## src/rtl/my_axi4_lite_mst_pkg.sv

```systemverilog
// Shared types and constants for the command-driven AXI4-Lite master.
package my_axi4_lite_mst_pkg;

    // Storage widths for the latched command; the master slices them to its parameters.
    localparam int unsigned MAX_ADDR_W = 64;
    localparam int unsigned MAX_DATA_W = 64;
    localparam int unsigned MAX_STRB_W = MAX_DATA_W / 8;

    localparam logic [1:0] RESP_OKAY   = 2'b00;
    localparam logic [1:0] RESP_EXOKAY = 2'b01;
    localparam logic [1:0] RESP_SLVERR = 2'b10;
    localparam logic [1:0] RESP_DECERR = 2'b11;

    typedef enum logic [2:0] {
        ST_IDLE,
        ST_WR,
        ST_WR_RESP,
        ST_RD_ADDR,
        ST_RD_DATA,
        ST_RSP
    } state_e;

    typedef struct packed {
        logic                  wr;
        logic [MAX_ADDR_W-1:0] addr;
        logic [MAX_DATA_W-1:0] wdata;
        logic [MAX_STRB_W-1:0] wstrb;
    } cmd_t;

endpackage

```

## src/rtl/aix4_lite_if.sv

```systemverilog
// AXI4-Lite bundle with master and slave views.
interface aix4_lite_if #(
    parameter int unsigned ADDR_BIT_WIDTH = 4,
    parameter int unsigned DATA_BIT_WIDTH = 32
);
    logic                          awvalid;
    logic                          awready;
    logic [ADDR_BIT_WIDTH-1:0]     awaddr;
    logic                          wvalid;
    logic                          wready;
    logic [DATA_BIT_WIDTH-1:0]     wdata;
    logic [DATA_BIT_WIDTH/8-1:0]   wstrb;
    logic                          bvalid;
    logic                          bready;
    logic [1:0]                    bresp;
    logic                          arvalid;
    logic                          arready;
    logic [ADDR_BIT_WIDTH-1:0]     araddr;
    logic                          rvalid;
    logic                          rready;
    logic [DATA_BIT_WIDTH-1:0]     rdata;
    logic [1:0]                    rresp;

    modport mst_port (
        output awvalid, awaddr, wvalid, wdata, wstrb, bready, arvalid, araddr, rready,
        input  awready, wready, bvalid, bresp, arready, rvalid, rdata, rresp
    );

    modport slv_port (
        input  awvalid, awaddr, wvalid, wdata, wstrb, bready, arvalid, araddr, rready,
        output awready, wready, bvalid, bresp, arready, rvalid, rdata, rresp
    );
endinterface

```

## src/rtl/my_axi4_lite_cmd_mst.sv

```systemverilog
// Command-driven AXI4-Lite master: one register access per command, one
// transaction outstanding, response returned with a saturating latency count.
module my_axi4_lite_cmd_mst
    import my_axi4_lite_mst_pkg::*;
#(
    parameter int unsigned ADDR_BIT_WIDTH = 4,
    parameter int unsigned DATA_BIT_WIDTH = 32,
    parameter int unsigned LAT_BIT_WIDTH  = 8
) (
    input  logic                        i_clk,
    input  logic                        i_async_rst_n,
    input  logic                        i_cmd_valid,
    output logic                        o_cmd_ready,
    input  logic                        i_cmd_wr,
    input  logic [ADDR_BIT_WIDTH-1:0]   i_cmd_addr,
    input  logic [DATA_BIT_WIDTH-1:0]   i_cmd_wdata,
    input  logic [DATA_BIT_WIDTH/8-1:0] i_cmd_wstrb,
    output logic                        o_rsp_valid,
    input  logic                        i_rsp_ready,
    output logic                        o_rsp_wr,
    output logic [DATA_BIT_WIDTH-1:0]   o_rsp_rdata,
    output logic [1:0]                  o_rsp_resp,
    output logic [LAT_BIT_WIDTH-1:0]    o_rsp_lat,
    aix4_lite_if.mst_port               if_m_axi4_lite
);

    localparam int unsigned STRB_W = DATA_BIT_WIDTH / 8;
    localparam logic [LAT_BIT_WIDTH-1:0] LAT_MAX = '1;

    if (DATA_BIT_WIDTH != 32 && DATA_BIT_WIDTH != 64) begin : g_bad_data_w
        $error("my_axi4_lite_cmd_mst: DATA_BIT_WIDTH must be 32 or 64");
    end
    if (ADDR_BIT_WIDTH > MAX_ADDR_W) begin : g_bad_addr_max
        $error("my_axi4_lite_cmd_mst: ADDR_BIT_WIDTH exceeds command storage");
    end
    if (int'(if_m_axi4_lite.ADDR_BIT_WIDTH) != int'(ADDR_BIT_WIDTH)) begin : g_bad_if_addr
        $error("my_axi4_lite_cmd_mst: ADDR_BIT_WIDTH differs from interface");
    end
    if (int'(if_m_axi4_lite.DATA_BIT_WIDTH) != int'(DATA_BIT_WIDTH)) begin : g_bad_if_data
        $error("my_axi4_lite_cmd_mst: DATA_BIT_WIDTH differs from interface");
    end

    state_e                     r_state;
    state_e                     w_state_nxt;
    cmd_t                       r_cmd;
    logic                       r_awvalid;
    logic                       r_wvalid;
    logic                       r_bready;
    logic                       r_arvalid;
    logic                       r_rready;
    logic                       r_aw_done;
    logic                       r_w_done;
    logic                       r_rsp_valid;
    logic                       r_rsp_wr;
    logic [DATA_BIT_WIDTH-1:0]  r_rsp_rdata;
    logic [1:0]                 r_rsp_resp;
    logic [LAT_BIT_WIDTH-1:0]   r_lat;

    logic w_cmd_hs, w_aw_hs, w_w_hs, w_b_hs, w_ar_hs, w_r_hs, w_rsp_hs;
    logic w_aw_done, w_w_done, w_active, w_unused_cmd;

    assign w_cmd_hs  = i_cmd_valid && o_cmd_ready;
    assign w_aw_hs   = r_awvalid && if_m_axi4_lite.awready;
    assign w_w_hs    = r_wvalid && if_m_axi4_lite.wready;
    assign w_b_hs    = r_bready && if_m_axi4_lite.bvalid;
    assign w_ar_hs   = r_arvalid && if_m_axi4_lite.arready;
    assign w_r_hs    = r_rready && if_m_axi4_lite.rvalid;
    assign w_rsp_hs  = r_rsp_valid && i_rsp_ready;
    assign w_aw_done = r_aw_done || w_aw_hs;
    assign w_w_done  = r_w_done || w_w_hs;
    assign w_active  = (r_state == ST_WR) || (r_state == ST_WR_RESP) ||
                       (r_state == ST_RD_ADDR) || (r_state == ST_RD_DATA);

    // Command storage is sized for the widest build; the upper bits stay zero.
    assign w_unused_cmd = ^r_cmd;

    assign o_cmd_ready = (r_state == ST_IDLE);
    assign o_rsp_valid = r_rsp_valid;
    assign o_rsp_wr    = r_rsp_wr;
    assign o_rsp_rdata = r_rsp_rdata;
    assign o_rsp_resp  = r_rsp_resp;
    assign o_rsp_lat   = r_lat;

    assign if_m_axi4_lite.awvalid = r_awvalid;
    assign if_m_axi4_lite.awaddr  = ADDR_BIT_WIDTH'(r_cmd.addr);
    assign if_m_axi4_lite.wvalid  = r_wvalid;
    assign if_m_axi4_lite.wdata   = DATA_BIT_WIDTH'(r_cmd.wdata);
    assign if_m_axi4_lite.wstrb   = STRB_W'(r_cmd.wstrb);
    assign if_m_axi4_lite.bready  = r_bready;
    assign if_m_axi4_lite.arvalid = r_arvalid;
    assign if_m_axi4_lite.araddr  = ADDR_BIT_WIDTH'(r_cmd.addr);
    assign if_m_axi4_lite.rready  = r_rready;

    // State register.
    always_ff @(posedge i_clk or negedge i_async_rst_n) begin
        if (!i_async_rst_n) r_state <= ST_IDLE;
        else                r_state <= w_state_nxt;
    end

    // Next-state decode from the channel handshakes.
    always_comb begin
        w_state_nxt = r_state;
        unique case (r_state)
            ST_IDLE:    if (w_cmd_hs) w_state_nxt = i_cmd_wr ? ST_WR : ST_RD_ADDR;
            ST_WR:      if (w_aw_done && w_w_done) w_state_nxt = ST_WR_RESP;
            ST_WR_RESP: if (w_b_hs) w_state_nxt = ST_RSP;
            ST_RD_ADDR: if (w_ar_hs) w_state_nxt = ST_RD_DATA;
            ST_RD_DATA: if (w_r_hs) w_state_nxt = ST_RSP;
            ST_RSP:     if (w_rsp_hs) w_state_nxt = ST_IDLE;
            default:    w_state_nxt = ST_IDLE;
        endcase
    end

    // Registered AXI channel controls, command latch, response capture and latency count.
    always_ff @(posedge i_clk or negedge i_async_rst_n) begin
        if (!i_async_rst_n) begin
            r_cmd       <= '0;
            r_awvalid   <= 1'b0;
            r_wvalid    <= 1'b0;
            r_bready    <= 1'b0;
            r_arvalid   <= 1'b0;
            r_rready    <= 1'b0;
            r_aw_done   <= 1'b0;
            r_w_done    <= 1'b0;
            r_rsp_valid <= 1'b0;
            r_rsp_wr    <= 1'b0;
            r_rsp_rdata <= '0;
            r_rsp_resp  <= RESP_OKAY;
            r_lat       <= '0;
        end else begin
            if (w_active && r_lat != LAT_MAX) r_lat <= r_lat + 1'b1;
            unique case (r_state)
                ST_IDLE: if (w_cmd_hs) begin
                    r_cmd.wr    <= i_cmd_wr;
                    r_cmd.addr  <= MAX_ADDR_W'(i_cmd_addr);
                    r_cmd.wdata <= MAX_DATA_W'(i_cmd_wdata);
                    r_cmd.wstrb <= MAX_STRB_W'(i_cmd_wstrb);
                    r_lat       <= '0;
                    r_aw_done   <= 1'b0;
                    r_w_done    <= 1'b0;
                    r_awvalid   <= i_cmd_wr;
                    r_wvalid    <= i_cmd_wr;
                    r_arvalid   <= !i_cmd_wr;
                end
                ST_WR: begin
                    if (w_aw_hs) begin
                        r_awvalid <= 1'b0;
                        r_aw_done <= 1'b1;
                    end
                    if (w_w_hs) begin
                        r_wvalid <= 1'b0;
                        r_w_done <= 1'b1;
                    end
                    if (w_aw_done && w_w_done) r_bready <= 1'b1;
                end
                ST_WR_RESP: if (w_b_hs) begin
                    r_bready    <= 1'b0;
                    r_rsp_valid <= 1'b1;
                    r_rsp_wr    <= 1'b1;
                    r_rsp_rdata <= '0;
                    r_rsp_resp  <= if_m_axi4_lite.bresp;
                end
                ST_RD_ADDR: if (w_ar_hs) begin
                    r_arvalid <= 1'b0;
                    r_rready  <= 1'b1;
                end
                ST_RD_DATA: if (w_r_hs) begin
                    r_rready    <= 1'b0;
                    r_rsp_valid <= 1'b1;
                    r_rsp_wr    <= 1'b0;
                    r_rsp_rdata <= if_m_axi4_lite.rdata;
                    r_rsp_resp  <= if_m_axi4_lite.rresp;
                end
                ST_RSP: if (w_rsp_hs) r_rsp_valid <= 1'b0;
                default: ;
            endcase
        end
    end

endmodule

```

## src/flat_wrapper.sv

```systemverilog
// flat-port wrapper written by rule: the top's interface ports become plain ports
module my_axi4_lite_cmd_mst_flat import my_axi4_lite_mst_pkg::*;
#(
    parameter int unsigned ADDR_BIT_WIDTH = 4,
    parameter int unsigned DATA_BIT_WIDTH = 32,
    parameter int unsigned LAT_BIT_WIDTH  = 8
)
  (i_clk, i_async_rst_n, i_cmd_valid, o_cmd_ready, i_cmd_wr, i_cmd_addr, i_cmd_wdata, i_cmd_wstrb, o_rsp_valid, i_rsp_ready, o_rsp_wr, o_rsp_rdata, o_rsp_resp, o_rsp_lat, if_m_axi4_lite_awvalid, if_m_axi4_lite_awaddr, if_m_axi4_lite_wvalid, if_m_axi4_lite_wdata, if_m_axi4_lite_wstrb, if_m_axi4_lite_bready, if_m_axi4_lite_arvalid, if_m_axi4_lite_araddr, if_m_axi4_lite_rready, if_m_axi4_lite_awready, if_m_axi4_lite_wready, if_m_axi4_lite_bvalid, if_m_axi4_lite_bresp, if_m_axi4_lite_arready, if_m_axi4_lite_rvalid, if_m_axi4_lite_rdata, if_m_axi4_lite_rresp);
  aix4_lite_if #(.ADDR_BIT_WIDTH(ADDR_BIT_WIDTH), .DATA_BIT_WIDTH(DATA_BIT_WIDTH)) if_m_axi4_lite_i ();
  input  logic i_clk;
  input  logic i_async_rst_n;
  input  logic i_cmd_valid;
  output logic o_cmd_ready;
  input  logic i_cmd_wr;
  input  logic [ADDR_BIT_WIDTH-1:0] i_cmd_addr;
  input  logic [DATA_BIT_WIDTH-1:0] i_cmd_wdata;
  input  logic [DATA_BIT_WIDTH/8-1:0] i_cmd_wstrb;
  output logic o_rsp_valid;
  input  logic i_rsp_ready;
  output logic o_rsp_wr;
  output logic [DATA_BIT_WIDTH-1:0] o_rsp_rdata;
  output logic [1:0] o_rsp_resp;
  output logic [LAT_BIT_WIDTH-1:0] o_rsp_lat;
  output wire logic [$bits(if_m_axi4_lite_i.awvalid)-1:0] if_m_axi4_lite_awvalid;
  output wire logic [$bits(if_m_axi4_lite_i.awaddr)-1:0] if_m_axi4_lite_awaddr;
  output wire logic [$bits(if_m_axi4_lite_i.wvalid)-1:0] if_m_axi4_lite_wvalid;
  output wire logic [$bits(if_m_axi4_lite_i.wdata)-1:0] if_m_axi4_lite_wdata;
  output wire logic [$bits(if_m_axi4_lite_i.wstrb)-1:0] if_m_axi4_lite_wstrb;
  output wire logic [$bits(if_m_axi4_lite_i.bready)-1:0] if_m_axi4_lite_bready;
  output wire logic [$bits(if_m_axi4_lite_i.arvalid)-1:0] if_m_axi4_lite_arvalid;
  output wire logic [$bits(if_m_axi4_lite_i.araddr)-1:0] if_m_axi4_lite_araddr;
  output wire logic [$bits(if_m_axi4_lite_i.rready)-1:0] if_m_axi4_lite_rready;
  input wire logic [$bits(if_m_axi4_lite_i.awready)-1:0] if_m_axi4_lite_awready;
  input wire logic [$bits(if_m_axi4_lite_i.wready)-1:0] if_m_axi4_lite_wready;
  input wire logic [$bits(if_m_axi4_lite_i.bvalid)-1:0] if_m_axi4_lite_bvalid;
  input wire logic [$bits(if_m_axi4_lite_i.bresp)-1:0] if_m_axi4_lite_bresp;
  input wire logic [$bits(if_m_axi4_lite_i.arready)-1:0] if_m_axi4_lite_arready;
  input wire logic [$bits(if_m_axi4_lite_i.rvalid)-1:0] if_m_axi4_lite_rvalid;
  input wire logic [$bits(if_m_axi4_lite_i.rdata)-1:0] if_m_axi4_lite_rdata;
  input wire logic [$bits(if_m_axi4_lite_i.rresp)-1:0] if_m_axi4_lite_rresp;
  assign if_m_axi4_lite_awvalid = if_m_axi4_lite_i.awvalid;
  assign if_m_axi4_lite_awaddr = if_m_axi4_lite_i.awaddr;
  assign if_m_axi4_lite_wvalid = if_m_axi4_lite_i.wvalid;
  assign if_m_axi4_lite_wdata = if_m_axi4_lite_i.wdata;
  assign if_m_axi4_lite_wstrb = if_m_axi4_lite_i.wstrb;
  assign if_m_axi4_lite_bready = if_m_axi4_lite_i.bready;
  assign if_m_axi4_lite_arvalid = if_m_axi4_lite_i.arvalid;
  assign if_m_axi4_lite_araddr = if_m_axi4_lite_i.araddr;
  assign if_m_axi4_lite_rready = if_m_axi4_lite_i.rready;
  assign if_m_axi4_lite_i.awready = if_m_axi4_lite_awready;
  assign if_m_axi4_lite_i.wready = if_m_axi4_lite_wready;
  assign if_m_axi4_lite_i.bvalid = if_m_axi4_lite_bvalid;
  assign if_m_axi4_lite_i.bresp = if_m_axi4_lite_bresp;
  assign if_m_axi4_lite_i.arready = if_m_axi4_lite_arready;
  assign if_m_axi4_lite_i.rvalid = if_m_axi4_lite_rvalid;
  assign if_m_axi4_lite_i.rdata = if_m_axi4_lite_rdata;
  assign if_m_axi4_lite_i.rresp = if_m_axi4_lite_rresp;
  my_axi4_lite_cmd_mst #(.ADDR_BIT_WIDTH(ADDR_BIT_WIDTH), .DATA_BIT_WIDTH(DATA_BIT_WIDTH), .LAT_BIT_WIDTH(LAT_BIT_WIDTH)) u_core (.i_clk(i_clk), .i_async_rst_n(i_async_rst_n), .i_cmd_valid(i_cmd_valid), .o_cmd_ready(o_cmd_ready), .i_cmd_wr(i_cmd_wr), .i_cmd_addr(i_cmd_addr), .i_cmd_wdata(i_cmd_wdata), .i_cmd_wstrb(i_cmd_wstrb), .o_rsp_valid(o_rsp_valid), .i_rsp_ready(i_rsp_ready), .o_rsp_wr(o_rsp_wr), .o_rsp_rdata(o_rsp_rdata), .o_rsp_resp(o_rsp_resp), .o_rsp_lat(o_rsp_lat), .if_m_axi4_lite(if_m_axi4_lite_i));
endmodule
```

## config.mk

```make
export PLATFORM = sky130hd
export DESIGN_NAME = my_axi4_lite_cmd_mst_flat
export DESIGN_NICKNAME = d
export VERILOG_FILES = /design/src/rtl/my_axi4_lite_mst_pkg.sv /design/src/rtl/aix4_lite_if.sv /design/src/rtl/my_axi4_lite_cmd_mst.sv /design/src/flat_wrapper.sv
export SDC_FILE = /design/constraint.sdc
export NUM_CORES = 1
export LEC_CHECK = 0
export CORE_UTILIZATION = 46
export CTS_BUF_LIST = sky130_fd_sc_hd__clkbuf_8
export CTS_CLUSTER_DIAMETER = 150
export DETAILED_ROUTE_END_ITERATION = 10
export HOLD_SLACK_MARGIN = 0.02
export PLACE_DENSITY_LB_ADDON = 0.3
export SETUP_SLACK_MARGIN = 0.1
export SYNTH_ARGS = -nofsm -noshare
export SYNTH_HDL_FRONTEND = slang
export SYNTH_SLANG_ARGS = --single-unit
```

## constraint.sdc

```tcl
create_clock -name i_clk -period 2.37 [get_ports i_clk]
set_input_delay 0.5925 -clock i_clk [delete_from_list [all_inputs] [get_ports i_clk]]
set_output_delay 0.5925 -clock i_clk [all_outputs]
set_load 0.02 [all_outputs]
```

Word-level counts from Yosys, hierarchy flattened

Index checks and enable logic that the tools add are counted.
Widths: inputs -> output; s select.

Add/subtract/negate cells: 1
Eq/ne operators: 14
Reduce and logical (&&, ||, !) cells: 31
Mux-type cells: 41

Operators by type and width:

| operator            | number |
|---|---|
| $mux 32             | 2 |
| $pmux 32 s2         | 1 |
| $mux 8              | 3 |
| $mux 3              | 6 |
| $pmux 3 s6          | 1 |
| $reduce_and 3->1    | 6 |
| $pmux 1 s2          | 8 |
| $mux 1              | 15 |
| $ne 2x1->1 const B  | 6 |
| $reduce_bool 2->1   | 5 |
| $logic_and 1x1->1   | 9 |
| $add 8x1->8 const B | 1 |
| $ne 8x8->1 const B  | 1 |
| $eq 3x2->1 const B  | 2 |
| $eq 3x3->1 const B  | 2 |
| $mux 2              | 3 |
| $reduce_and 6->1    | 1 |
| $logic_or 1x1->1    | 5 |
| $ne 2x2->1 const B  | 2 |
| $pmux 2 s2          | 1 |
| $reduce_and 4->1    | 1 |
| $eq 3x1->1 const B  | 1 |
| $logic_not 3->1     | 1 |
| $pmux 1 s3          | 1 |
| other kinds (3)     | 3 |

Flip-flop bits (word level): 94
Input port bits: 86
Word-level logic and storage cells: 103
Output and inout port bits: 94

Longest topological paths before layout

Word-level depth: 8
Depth in mapped cells: 8
Mapped depth without buffers: 6

Worst setup path before layout

Ideal clock, no wire load.

Path type: register to register
Start point: reg u_core.r_state[1]
End point: reg u_core.r_arvalid, in the netlist u_core.if_m_axi4_lite.arvalid
Arrival time: 1.602 ns
Setup slack: 0.642 ns
Clock period less this slack: 1.728 ns
Cell stages (with the launch flop): 9
Library setup time: 0.126 ns
Path buffers: 3
Required time: 2.244 ns
Path through: dfrtp_1 -> buf_2 -> nor3_2 -> and2_1 -> buf_2 -> buf_2 -> a31oi_1 -> nand2_1 -> o21ai_0

Word-level cells in the longest chain between the ends: 4
Elaborated cells on any way between the ends: 8
Those cells by class: 3 x eq/ne; 1 x mux; 4 x reduce/logical

RTL lines:

| item                       | RTL line                    | RTL |
|---|---|---|
| start: declaration         | my_axi4_lite_cmd_mst.sv:43  | `state_e r_state;` |
| start signal: assignment   | my_axi4_lite_cmd_mst.sv:97  | `else r_state <= w_state_nxt;` |
| $logic_not 3->1 *          | my_axi4_lite_cmd_mst.sv:77  | `assign o_cmd_ready = (r_state == ST_IDLE);` |
| named net o_cmd_ready      | flat_wrapper.sv:13          | `output logic o_cmd_ready;` |
| $logic_and 1x1->1          | my_axi4_lite_cmd_mst.sv:62  | `assign w_cmd_hs = i_cmd_valid && o_cmd_ready;` |
| $ne 2x2->1 (no line)       | --                          |  |
| $reduce_and 3->1 (no line) | --                          |  |
| end signal: assignment     | my_axi4_lite_cmd_mst.sv:143 | `r_arvalid <= !i_cmd_wr;` |
| end: declaration           | my_axi4_lite_cmd_mst.sv:49  | `logic r_arvalid;` |

Mark *: on every way through the listed nets, which the timed path passes. The rest lies on a longest branch.
A chain may end at the register's enable or synchronous reset.

Worst setup path after layout

Start point: reg u_core.r_state[1]
End point: out o_cmd_ready

Word-level cells in the longest chain between the ends: 1

RTL lines:

| item             | RTL line |
|---|---|
| $logic_not 3->1  | my_axi4_lite_cmd_mst.sv:77 |
| end: declaration | flat_wrapper.sv:13 |

No other way between the ends.

==> impl_results.md <==
* Ports at 180
* DRT Wirelength at ~10 mm
* Worst ir drop on vdd at between 0.001 and 0.0015 V
* WL met2 at 5.07 mm
* TritonCTS Sinks at between 90 and 100
* Share of cells above drive strength 1 at 0.0520
* Clock Latency Late Sink at roughly 0.35 ns
* Pwr/cell area at 1260 nW/um2
* Synth area leader: dfrtp_1
* Async set or reset register ratio after synthesis at 1.00
* CP arrival at 1.51 ns
* Slew @ Worst Pin at 0.540 ns
* Fill cells at approximately 620
* Final Worst Setup Slack at 0.263 ns
* Setup Viol. Count Final at 0
* Max frequency at ~470 MHz
* CP max stage delay at between 0.5 and 0.6 ns
* Reg clk slew, reported paths at 0.09 ns
* Max Root-Sink Buffers at 2
* Layout area overhead at 52.3%
* Synthesized cell area at between 3000 and 4000 um2
* Design Power at 7.61 mW
* Cells along the critical path: nor3_2, dlygate4sd2_1
* Slowest CP cell: dfrtp_1
* Place WS at 0.288 ns
* Die Span X at 94.9 um
* Core area at just over 8000 um2
* Die height at 94.9 um
* Critical Path Start Type: flip-flop
* Num rows at 33
* Hold Buf Count CTS at 0
* CTS root buf: clkbuf_8
* Max FO, Critical Path at 11
* Worst R2R Setup Slack at roughly 0.55 ns
* # resized after CTS at 1
* R2R depth at 6
* Max Slew Vio Count at 0
* Post-route DRC at 0
* GRT Residual Overflow at 0
* Predominant post-synthesis flop cell: dfrtp_1
* Fin crit period at around 2.1 ns
* Hold Slack at 0.214 ns
* GRT Total Usage at 0.226
* Synthesized instance count at ~440
* First-pass GRT wire length at 15.6 mm
* Setup Skew at between 0.01 and 0.015 ns
* RSZ-0062 raised after global routing: false
* Die Area at 9010 um2
* Top cell type's share of synthesized area at 0.592
* Critical Path RT at 1.78 ns
* Syn Area/Cell at 9.00 um2
* GP Congestion at approximately 0.9
* R2r endpoint: u_core.r_state[1]
* Final hold viol count at 0
* Final core occ at 0.729
* DR iter-0 viols at ~140
* Largest net degree at the start of global routing at approximately 70
* Post-DRT Antenna Nets at 0
* Met3 WL at approximately 640 um
* CP Class: flip-flop to output port
* Vias in the first global route at about 3300
* Buf/Inv on CP at 1
* Yosys warns at 0
* Cell family with most CP delay: flip-flops
* Sequential element share of the synthesized area at 0.592
* Number of synthesized register bits at 94
* Wire per inst at about 14 um
* Initial Util at 0.478
* Detailed Routing Iterations Pass 1 at 6
* Crit path capture type: output port
* Status: complete, no violations
* Slew margin rel. at 0.640
* Max cap viols at 0
* Vias at roughly 3600
* Setup TNS at 0 ns
* H-tree depth at 3
* Diodes inserted at 0
* Final Cycle Share at 0.889
* Top Layer Used: met4
* Detailed-route wire length on metal 1 at around 4.2 mm
* Area of the multi-input gates at 1460 um2
* Count of different cell masters after synthesis at 38
* Post-DP HPWL at around 7.4 mm
* Num CTS Buffers at 9
* Leak Pwr at 2.70 nW
* Post-CTS Setup Bufs at 0
* Initial antenna violation count at 0
* Hold WC Path Type: input port to asynchronous set/reset pin
* Reg2Reg Launch Point: u_core.r_state[2]
* Register area at approximately 2400 um2
* Port bufs at roughly 180
* Net Count, Synth at between 500 and 600
* Nets at 698
* EDFF count, synth at 0
* CTS tree: done
* Most area-consuming cells after synthesis: dfrtp_1, nand2_1, o21ai_1
* Vias/cell at 5.01
through the flow:
| step | cells | cell area [um2] |
|---|---|---|
| global route | 720 | 6050 |
| detailed placement | 705 | 5830 |
| global placement | 705 | 5830 |
| finish | 720 | 6050 |
| floorplan | 441 | 3970 |
| CTS | 720 | 6050 |
per-layer routing:
| layer | GRT usage | vias up |
|---|---|---|
| met5 | 0 | - |
| met4 | 0.0795 | 0 |
| met3 | 0.0403 | 13 |
| met2 | 0.383 | 136 |
| met1 | 0.291 | 1702 |
| li1 | - | 1754 |
Yosys cell counts, drive strengths merged, types with 2 or more instances:
| master | number |
|---|---|
| a21oi | 6 |
| o21ai | 38 |
| nand4 | 3 |
| mux2i | 4 |
| inv | 2 |
| and2 | 2 |
| nor3b | 2 |
| xor2 | 5 |
| a31oi | 5 |
| mux2 | 2 |
| a41oi | 2 |
| nand3 | 9 |
| nor2 | 13 |
| dfrtp | 94 |
| clkbuf | 8 |
| buf | 21 |
| nor3 | 5 |
| nand2 | 206 |
| a22o | 2 |
registers in the layout, indices dropped and copies added (netlist names):
name                           cells
u_core.if_m_axi4_lite.araddr       4
u_core.if_m_axi4_lite.arvalid      1
u_core.if_m_axi4_lite.awvalid      1
u_core.if_m_axi4_lite.bready       1
u_core.if_m_axi4_lite.rready       1
u_core.if_m_axi4_lite.wdata       32
u_core.if_m_axi4_lite.wstrb        4
u_core.if_m_axi4_lite.wvalid       1
u_core.o_rsp_lat                   8
u_core.o_rsp_rdata                32
u_core.o_rsp_resp                  2
u_core.o_rsp_valid                 1
u_core.o_rsp_wr                    1
u_core.r_aw_done                   1
u_core.r_state                     3
u_core.r_w_done                    1
worst register-to-register path, stage by stage (launching register included):
cell	delay, ns
dfrtp_1	0.40
buf_4	0.22
and2b_1	0.26
nand3_1	0.18
nand3_1	0.11
nor2_1	0.20
mux2_2	0.35
layout make-up:
type / instances / area share
Clock inverter: 5 / 0.0126
Timing Repair Buffer: 188 / 0.311
Multi-Input combinational cell: 316 / 0.242
Tap cell: 105 / 0.0217
Sequential cell: 94 / 0.389
Inverter: 2 / 0.00124
Clock buffer: 10 / 0.0228
worst max path at each step:
stage | startpoint | end | cells after the start
after detailed placement | if_m_axi4_lite_wready | u_core.r_state[1] | 6
after global routing | u_core.r_state[1] | o_cmd_ready | 2
final | u_core.r_state[1] | o_cmd_ready | 2
after CTS | u_core.r_state[1] | o_cmd_ready | 2
after global placement | i_rsp_ready | u_core.r_state[1] | 6
after floorplan | u_core.r_state[1] | u_core.if_m_axi4_lite.arvalid | 8
report_power, final:
part	internal (mW)	switching [mW]
registers	2.19	0.386
logic	1.71	2.18
clock network	0.613	0.525
total	4.51	3.09
layout by cell type, fill, tap and decap left out, types with 2 or more instances in the layout:
master	synthesis	layout
nand3_1	9	9
dfrtp_1	94	94
nand2_1	204	204
nand4_1	2	2
nor2_1	12	12
o21ai_0	2	2
buf_4	8	8
mux2i_1	4	4
bufinv_16	0	2
a22o_1	2	2
a31oi_1	5	5
a21oi_1	6	6
inv_1	2	4
nand2_2	2	2
buf_12	0	2
clkdlybuf4s50_1	0	177
clkbuf_8	0	10
nor3_1	4	4
o21ai_1	36	36
xor2_1	5	5
a41oi_1	2	2
kinds of logic (layout without fill, tap and decap cells):
group                    after synthesis  after routing  synth area share
buffers and inverters                 31            205            0.0410
AO/OA/AOI/OAI                         59             59            0.0842
XOR/XNOR                               6              6            0.0151
AND/OR/NAND/NOR                      244            244             0.248
flip-flops                            94             94             0.593
adder cells (fa/ha/maj)                1              1           0.00315
multiplexers                           6              6            0.0158
No activity file was read; power rests on OpenSTA's default activity.
